`config.mk`:
```
export PLATFORM = sky130hd
export DESIGN_NAME = cpu_run_ctrl
export DESIGN_NICKNAME = d
export VERILOG_FILES = /design/src/rtl/cpu_run_ctrl.sv
export SDC_FILE = /design/constraint.sdc
export NUM_CORES = 1
export LEC_CHECK = 0
export ABC_CLOCK_PERIOD_IN_PS = 3970
export BUFFER_PORTS_ARGS = -buffer_cell sky130_fd_sc_hd__buf_2
export CAP_MARGIN = 15
export CELL_PAD_IN_SITES_DETAIL_PLACEMENT = 1
export CELL_PAD_IN_SITES_GLOBAL_PLACEMENT = 1
export CORE_AREA = 2 2 131 133
export CTS_BUF_LIST = sky130_fd_sc_hd__clkbuf_16
export CTS_CLUSTER_SIZE = 10
export DETAILED_ROUTE_END_ITERATION = 7
export DIE_AREA = 0 0 133 135
export HOLD_SLACK_MARGIN = 0.08
export PLACE_DENSITY_LB_ADDON = 0.1
export SKIP_CTS_REPAIR_TIMING = 1
export SYNTH_ARGS = -nofsm -noshare
export SYNTH_HDL_FRONTEND = slang
export SYNTH_SLANG_ARGS = --single-unit
```
`constraint.sdc`:
```
create_clock -name clk -period 3.97 [get_ports clk]
set_input_delay 0.1985 -clock clk [delete_from_list [all_inputs] [get_ports clk]]
set_output_delay 0.1985 -clock clk [all_outputs]
set_load 0.1 [all_outputs]
```
`src/rtl/cpu_run_ctrl.sv`:
```
// cpu_run_ctrl: run sequencer for the CPU core / instruction memory pair.
// Loads a program into imem while the core is held in reset, releases it,
// counts run cycles until the PC hits halt_pc or the budget runs out, then
// captures x31 as the run result.
//
// Optional feature macro: RUN_CTRL_LDSUM_EN
//   defined   -> ld_sum is a running modulo-2^32 sum of the accepted words
//   undefined -> ld_sum is tied to zero and no adder is built
//
// state    | meaning
// ---------+--------------------------------------------------------------
// IDLE     | core in reset, waiting for start
// LOAD     | accepting program words, one imem write per accepted word
// RELEASE  | one settle cycle so the final imem write lands before fetch
// RUN      | core out of reset, cycle counter and budget timer running
// DONE     | core back in reset, result / timeout / cycle_count held

module cpu_run_ctrl #(
    parameter int ADDR_W     = 4,
    parameter int CNT_W      = 16,
    parameter int MAX_CYCLES = 1024
) (
    input  logic              clk,
    input  logic              reset,
    input  logic              start,
    input  logic              abort,
    input  logic              ld_valid,
    output logic              ld_ready,
    input  logic [31:0]       ld_data,
    input  logic              ld_last,
    output logic              imem_we,
    output logic [ADDR_W-1:0] imem_waddr,
    output logic [31:0]       imem_wdata,
    output logic              cpu_reset,
    input  logic [31:0]       cpu_pc,
    input  logic [31:0]       cpu_x31,
    input  logic [31:0]       halt_pc,
    output logic              busy,
    output logic              done,
    output logic              timeout,
    output logic [CNT_W-1:0]  cycle_count,
    output logic [31:0]       result,
    output logic [31:0]       ld_sum
);

    localparam logic [2:0] ST_IDLE    = 3'd0;
    localparam logic [2:0] ST_LOAD    = 3'd1;
    localparam logic [2:0] ST_RELEASE = 3'd2;
    localparam logic [2:0] ST_RUN     = 3'd3;
    localparam logic [2:0] ST_DONE    = 3'd4;

    // Highest imem word address; a transfer here ends the load (no wrap).
    localparam logic [ADDR_W-1:0] LAST_ADDR = {ADDR_W{1'b1}};

    // The budget is tracked by a down-counter that hits zero on the same
    // cycle the up-counting cycle_count reaches MAX_CYCLES-1.
    localparam logic [CNT_W-1:0] BUDGET_LOAD = CNT_W'(MAX_CYCLES - 1);

    logic [2:0]        state;
    logic [2:0]        state_nxt;
    logic [ADDR_W-1:0] word_cnt;
    logic [CNT_W-1:0]  budget_tmr;

    logic in_load;
    logic in_run;
    logic start_ok;
    logic xfer;
    logic load_end;
    logic halt_hit;
    logic budget_hit;

    // Decode of the current state and the events that move the FSM.
    always_comb begin
        in_load    = (state == ST_LOAD);
        in_run     = (state == ST_RUN);
        start_ok   = start && ((state == ST_IDLE) || (state == ST_DONE));
        xfer       = in_load && ld_valid && ld_ready;
        load_end   = xfer && (ld_last || (word_cnt == LAST_ADDR));
        halt_hit   = (cpu_pc == halt_pc);
        budget_hit = (budget_tmr == '0);
    end

    // Next-state selection; abort overrides every other transition.
    always_comb begin
        state_nxt = state;
        if (abort) begin
            state_nxt = ST_IDLE;
        end else begin
            case (state)
                ST_IDLE, ST_DONE: begin
                    if (start) begin
                        state_nxt = ST_LOAD;
                    end
                end
                ST_LOAD: begin
                    if (load_end) begin
                        state_nxt = ST_RELEASE;
                    end
                end
                ST_RELEASE: begin
                    state_nxt = ST_RUN;
                end
                ST_RUN: begin
                    if (halt_hit || budget_hit) begin
                        state_nxt = ST_DONE;
                    end
                end
                default: begin
                    state_nxt = ST_IDLE;
                end
            endcase
        end
    end

    // State register.
    always_ff @(posedge clk or posedge reset) begin
        if (reset) begin
            state <= ST_IDLE;
        end else begin
            state <= state_nxt;
        end
    end

    // Status outputs are registered from the next state so they line up
    // exactly with the state they describe.
    always_ff @(posedge clk or posedge reset) begin
        if (reset) begin
            cpu_reset <= 1'b1;
            ld_ready  <= 1'b0;
            busy      <= 1'b0;
            done      <= 1'b0;
        end else begin
            cpu_reset <= (state_nxt != ST_RUN);
            ld_ready  <= (state_nxt == ST_LOAD);
            busy      <= (state_nxt == ST_LOAD) || (state_nxt == ST_RELEASE) ||
                         (state_nxt == ST_RUN);
            done      <= (state_nxt == ST_DONE);
        end
    end

    // Load word counter: cleared on an honoured start, one step per transfer,
    // parked at the last address so it never wraps.
    always_ff @(posedge clk or posedge reset) begin
        if (reset) begin
            word_cnt <= '0;
        end else if (!abort) begin
            if (start_ok) begin
                word_cnt <= '0;
            end else if (xfer && (word_cnt != LAST_ADDR)) begin
                word_cnt <= word_cnt + 1'b1;
            end
        end
    end

    // imem write port: one strobe the cycle after each transfer. An abort on
    // the transfer edge drops the write entirely.
    always_ff @(posedge clk or posedge reset) begin
        if (reset) begin
            imem_we    <= 1'b0;
            imem_waddr <= '0;
            imem_wdata <= '0;
        end else begin
            imem_we <= xfer && !abort;
            if (xfer && !abort) begin
                imem_waddr <= word_cnt;
                imem_wdata <= ld_data;
            end
        end
    end

    // Run accounting: cycle counter, budget timer and result capture.
    // Halt is checked before the budget so a simultaneous hit is a clean halt.
    always_ff @(posedge clk or posedge reset) begin
        if (reset) begin
            cycle_count <= '0;
            budget_tmr  <= '0;
            result      <= '0;
            timeout     <= 1'b0;
        end else if (!abort) begin
            if (start_ok) begin
                cycle_count <= '0;
                budget_tmr  <= BUDGET_LOAD;
                result      <= '0;
                timeout     <= 1'b0;
            end else if (in_run) begin
                if (halt_hit) begin
                    result  <= cpu_x31;
                    timeout <= 1'b0;
                end else if (budget_hit) begin
                    result  <= cpu_x31;
                    timeout <= 1'b1;
                end else begin
                    cycle_count <= cycle_count + 1'b1;
                    budget_tmr  <= budget_tmr - 1'b1;
                end
            end
        end
    end

`ifdef RUN_CTRL_LDSUM_EN
    // Running checksum of accepted program words; frozen outside LOAD.
    always_ff @(posedge clk or posedge reset) begin
        if (reset) begin
            ld_sum <= '0;
        end else if (!abort) begin
            if (start_ok) begin
                ld_sum <= '0;
            end else if (xfer) begin
                ld_sum <= ld_sum + ld_data;
            end
        end
    end
`else
    // Checksum disabled: constant zero.
    assign ld_sum = 32'h0;
`endif

endmodule
```
==> results summary <==
The share of async-settable or async-resettable flops after synthesis is 100%. Timing would allow up to 344 MHz. The category of the worst setup path launch point is a register. Summing all multi-input logic gate instances after layout gives 2590 um2. The met3 global-route usage is 4.95%.

The number of global-route vias before repair was 5391. The total number of H-tree levels came out at 4. The count of final max-slew check failures is 0. The final cycle utilization of the critical path came out at 73.2%.

For this run, the leading register cell type out of synthesis is sky130_fd_sc_hd__dfrtp_1. The run finished with clean final reports. The initial utilization of the core area, before any placement, comes to 34.8%. The count of warnings emitted by yosys is 0. met2 is the most crowded layer. The total global routing overflow came out at 0. The clock sink total came out at 113. The routing usage on met1 is 21.9%.

The overall die width is 133 um. The fill cell instance count of the final layout came out at 1901. The routed wire length is 18000 um. The hold violation count in the final report was 0. The number of max-capacitance violations reported is 0.

The overall via count from detail_route came out at 5238. In the global route stage, met2 resource usage came out at 34.5%. For this design the ratio of total power to cell area is 512 nW/um2. The number of I/O port buffers is 223.

Across every metal layer, demand over resource in global routing totals 19.0%. Leaving out fill and tap cells, the most frequent cell in the layout is sky130_fd_sc_hd__buf_2. The number of nets in the layout is 980. The HPWL after detailed placement is 12200 um. The average instance area after synthesis came out at 10.2 um2. The total CTS buffers is 17. 256 I/O pins were placed. The minimum clock period is 2910 ps. The footprint of the flip-flops and latches came out at 2830 um2. The number of instances in the synthesized netlist came out at 557. The leakage component of the power is 4.05 nW. The critical path in this run is classified as reg -> reg. In the routed layout, each cell is associated on average with a via count of 4.87. Setup repair after global routing left no endpoint under its margin.

In this run the standard cell core region covers 16400 um2. The die height is 135 um. The count of inserted antenna diode cells is 0. The worst slew margin relative to its limit came out at 49.6%. The initial DRC count is 193. The post-CTS clock slew at the launch and capture registers of the worst setup and hold paths came out at 60 ps. The worst slack at placement is 1070 ps. The largest voltage drop on the vdd net came out at 0.000397 V. The floorplan has 47 rows. The congestion estimate from routability-driven global placement came to 0.805. The synthesized flop and latch total came out at 113. The number of antenna violations at the first check in global routing was 0. The number of flops mapped to enable cells by yosys came out at 0. The sum of negative setup slack came out at 0 ps. Entering global routing, the biggest net connects 63 pins. The cell area that synthesis handed to floorplanning was 5700 um2. The actual slew at the worst max-slew pin is 756 ps.

The number of nets with antenna violations after routing is 0. The clock passes through at most 2 buffers. The post-layout worst setup margin came out at 1060 ps.

The maximum fanout count along the critical path is 21. The mean routed wirelength per cell is 16.8 um. The final-report setup violation count came out at 0.

TritonCTS built the clock tree. The global-route wire length before repair is 27300 um. The distinct cell type count after synthesis is 55.

In this run the clock root is driven by a sky130_fd_sc_hd__clkbuf_16. The area of the die is 18000 um2. The path class of the lowest-slack min-delay path is in -> reg. The layout cell share with drive strength beyond 1 came out at 37.2%.

The count of unresolved DRC violations after routing came out at 0. In the layout the commonest cells are 223 x sky130_fd_sc_hd__buf_2, 112 x sky130_fd_sc_hd__dfrtp_1, 92 x sky130_fd_sc_hd__nand2_1. The data required time at the worst endpoint is 4250 ps. The type of destination of the critical path is a register. The clock latency at the later pin of the worst-skew pair came out at 420 ps. The fraction of the yosys area taken by sequential cells is 49.6%. The detailed-routing iteration count for the pre-antenna-repair pass came out at 4. The final worst clock skew is 10.0 ps. The data arrival time at the worst-slack endpoint is 3190 ps. From synthesis to final layout, the design area changed by 43.7%.
==> logic make-up (layout without fill, tap and decap cells) <==
group	count (synthesis)	in the layout	share of synthesized area [%]
mux	48	48	9.22
other cells	1	32	0.0658
buf+inv	72	339	7.29
simple gates	203	203	18.1
fa+ha+maj	4	4	0.878
flops	113	113	49.6
xor+xnor	34	34	5.22
compound gates	82	82	9.57
==> stage by stage <==
| step | std cells | hold WS (ps) | util, % | total power, mW | area, um2 |
|---|---|---|---|---|---|
| floorplan | 588 | 344 | - | 2.35 | 5820 |
| global placement | 978 | 392 | 42.2 | 2.54 | 6930 |
| detailed placement | 978 | 395 | 42.2 | 2.56 | 6930 |
| CTS | 1010 | -46.4 | 46.0 | 4.17 | 7540 |
| global route | 1075 | 185 | 50.0 | 4.34 | 8200 |
| finish | 1075 | 168 | 50.0 | 4.20 | 8200 |
==> critical path: stages, from the launching register on <==
cell	delay, ps
sky130_fd_sc_hd__dfrtp_1	410
sky130_fd_sc_hd__or4_4	570
sky130_fd_sc_hd__or3_4	360
sky130_fd_sc_hd__or2_0	420
sky130_fd_sc_hd__a21oi_4	570
sky130_fd_sc_hd__buf_4	310
sky130_fd_sc_hd__o22ai_1	120
==> power by group <==
part / switching [mW] / internal [mW] / total, mW / leakage, nW
logic: 1.04 / 0.248 / 1.28 / 2.26
clock network: 0.559 / 1.05 / 1.61 / 0.304
registers: 0.0540 / 1.25 / 1.31 / 1.48
==> worst paths after layout <==
| path | start | endpoint | slack (ps) | cells past startpoint |
|---|---|---|---|---|
| max | budget_tmr[2]$_DFFE_PP0P_ | result[8]$_DFFE_PP0P_ | 1060 | 6 |
| min | abort | cpu_reset$_DFF_PP1_ | 170 | 2 |
| max reg2reg | budget_tmr[2]$_DFFE_PP0P_ | result[8]$_DFFE_PP0P_ | 1060 | 6 |
| min reg2reg | imem_wdata[1]$_DFFE_PP0P_ | imem_wdata[1]$_DFFE_PP0P_ | 500 | 1 |
| max in group asynchronous | reset | cycle_count[11]$_DFFE_PP0P_ | 2620 | 4 |
| min in group asynchronous | reset | imem_wdata[23]$_DFFE_PP0P_ | 490 | 3 |
==> cells in the mapped netlist (3+ instances only) <==
library cell	instances	area share, %
sky130_fd_sc_hd__a21oi_1	13	1.1
sky130_fd_sc_hd__a31o_2	3	0.46
sky130_fd_sc_hd__a31oi_1	3	0.33
sky130_fd_sc_hd__and3_1	4	0.44
sky130_fd_sc_hd__buf_2	3	0.26
sky130_fd_sc_hd__buf_4	37	4.9
sky130_fd_sc_hd__clkbuf_1	20	1.3
sky130_fd_sc_hd__dfrtp_1	112	49
sky130_fd_sc_hd__ha_1	4	0.88
sky130_fd_sc_hd__inv_1	9	0.59
sky130_fd_sc_hd__mux2_2	36	7.1
sky130_fd_sc_hd__mux2i_1	12	2.1
sky130_fd_sc_hd__nand2_1	92	6.1
sky130_fd_sc_hd__nand2b_1	6	0.66
sky130_fd_sc_hd__nand3_1	14	1.2
sky130_fd_sc_hd__nand4_1	8	0.88
sky130_fd_sc_hd__nor2_1	18	1.2
sky130_fd_sc_hd__nor3_1	8	0.70
sky130_fd_sc_hd__nor4_1	11	1.2
sky130_fd_sc_hd__o211ai_1	3	0.39
sky130_fd_sc_hd__o21ai_0	8	0.70
sky130_fd_sc_hd__o22ai_1	32	3.5
sky130_fd_sc_hd__o31ai_1	8	1.1
sky130_fd_sc_hd__o41ai_1	3	0.46
sky130_fd_sc_hd__or2_2	3	0.33
sky130_fd_sc_hd__or3_1	6	0.66
sky130_fd_sc_hd__or4_1	9	1.2
sky130_fd_sc_hd__or4b_1	3	0.53
sky130_fd_sc_hd__xor2_1	34	5.2
==> state kept, by name (all words and copies together), names as in the netlist <==
signal / cells
cycle_count: 16
ld_ready: 1
imem_waddr: 4
word_cnt: 4
done: 1
imem_we: 1
result: 32
timeout: 1
imem_wdata: 32
cpu_reset: 1
budget_tmr: 16
busy: 1
state: 3
==> per-layer routing <==
metal | vias up | routed length (um)
li1 | 2488 | -
met1 | 2593 | 7260
met2 | 135 | 9740
met3 | 22 | 821
met4 | 0 | 223
met5 | - | 0
==> cell type report <==
cell class | count | share of cell area [%]
Tap cell | 220 | 3.36
Clock inverter | 15 | 2.37
Timing Repair Buffer | 298 | 22.5
Inverter | 9 | 0.443
Multi-Input combinational cell | 403 | 31.6
Sequential cell | 113 | 34.5
Clock buffer | 17 | 5.19
(Power assumes the default switching activity.)
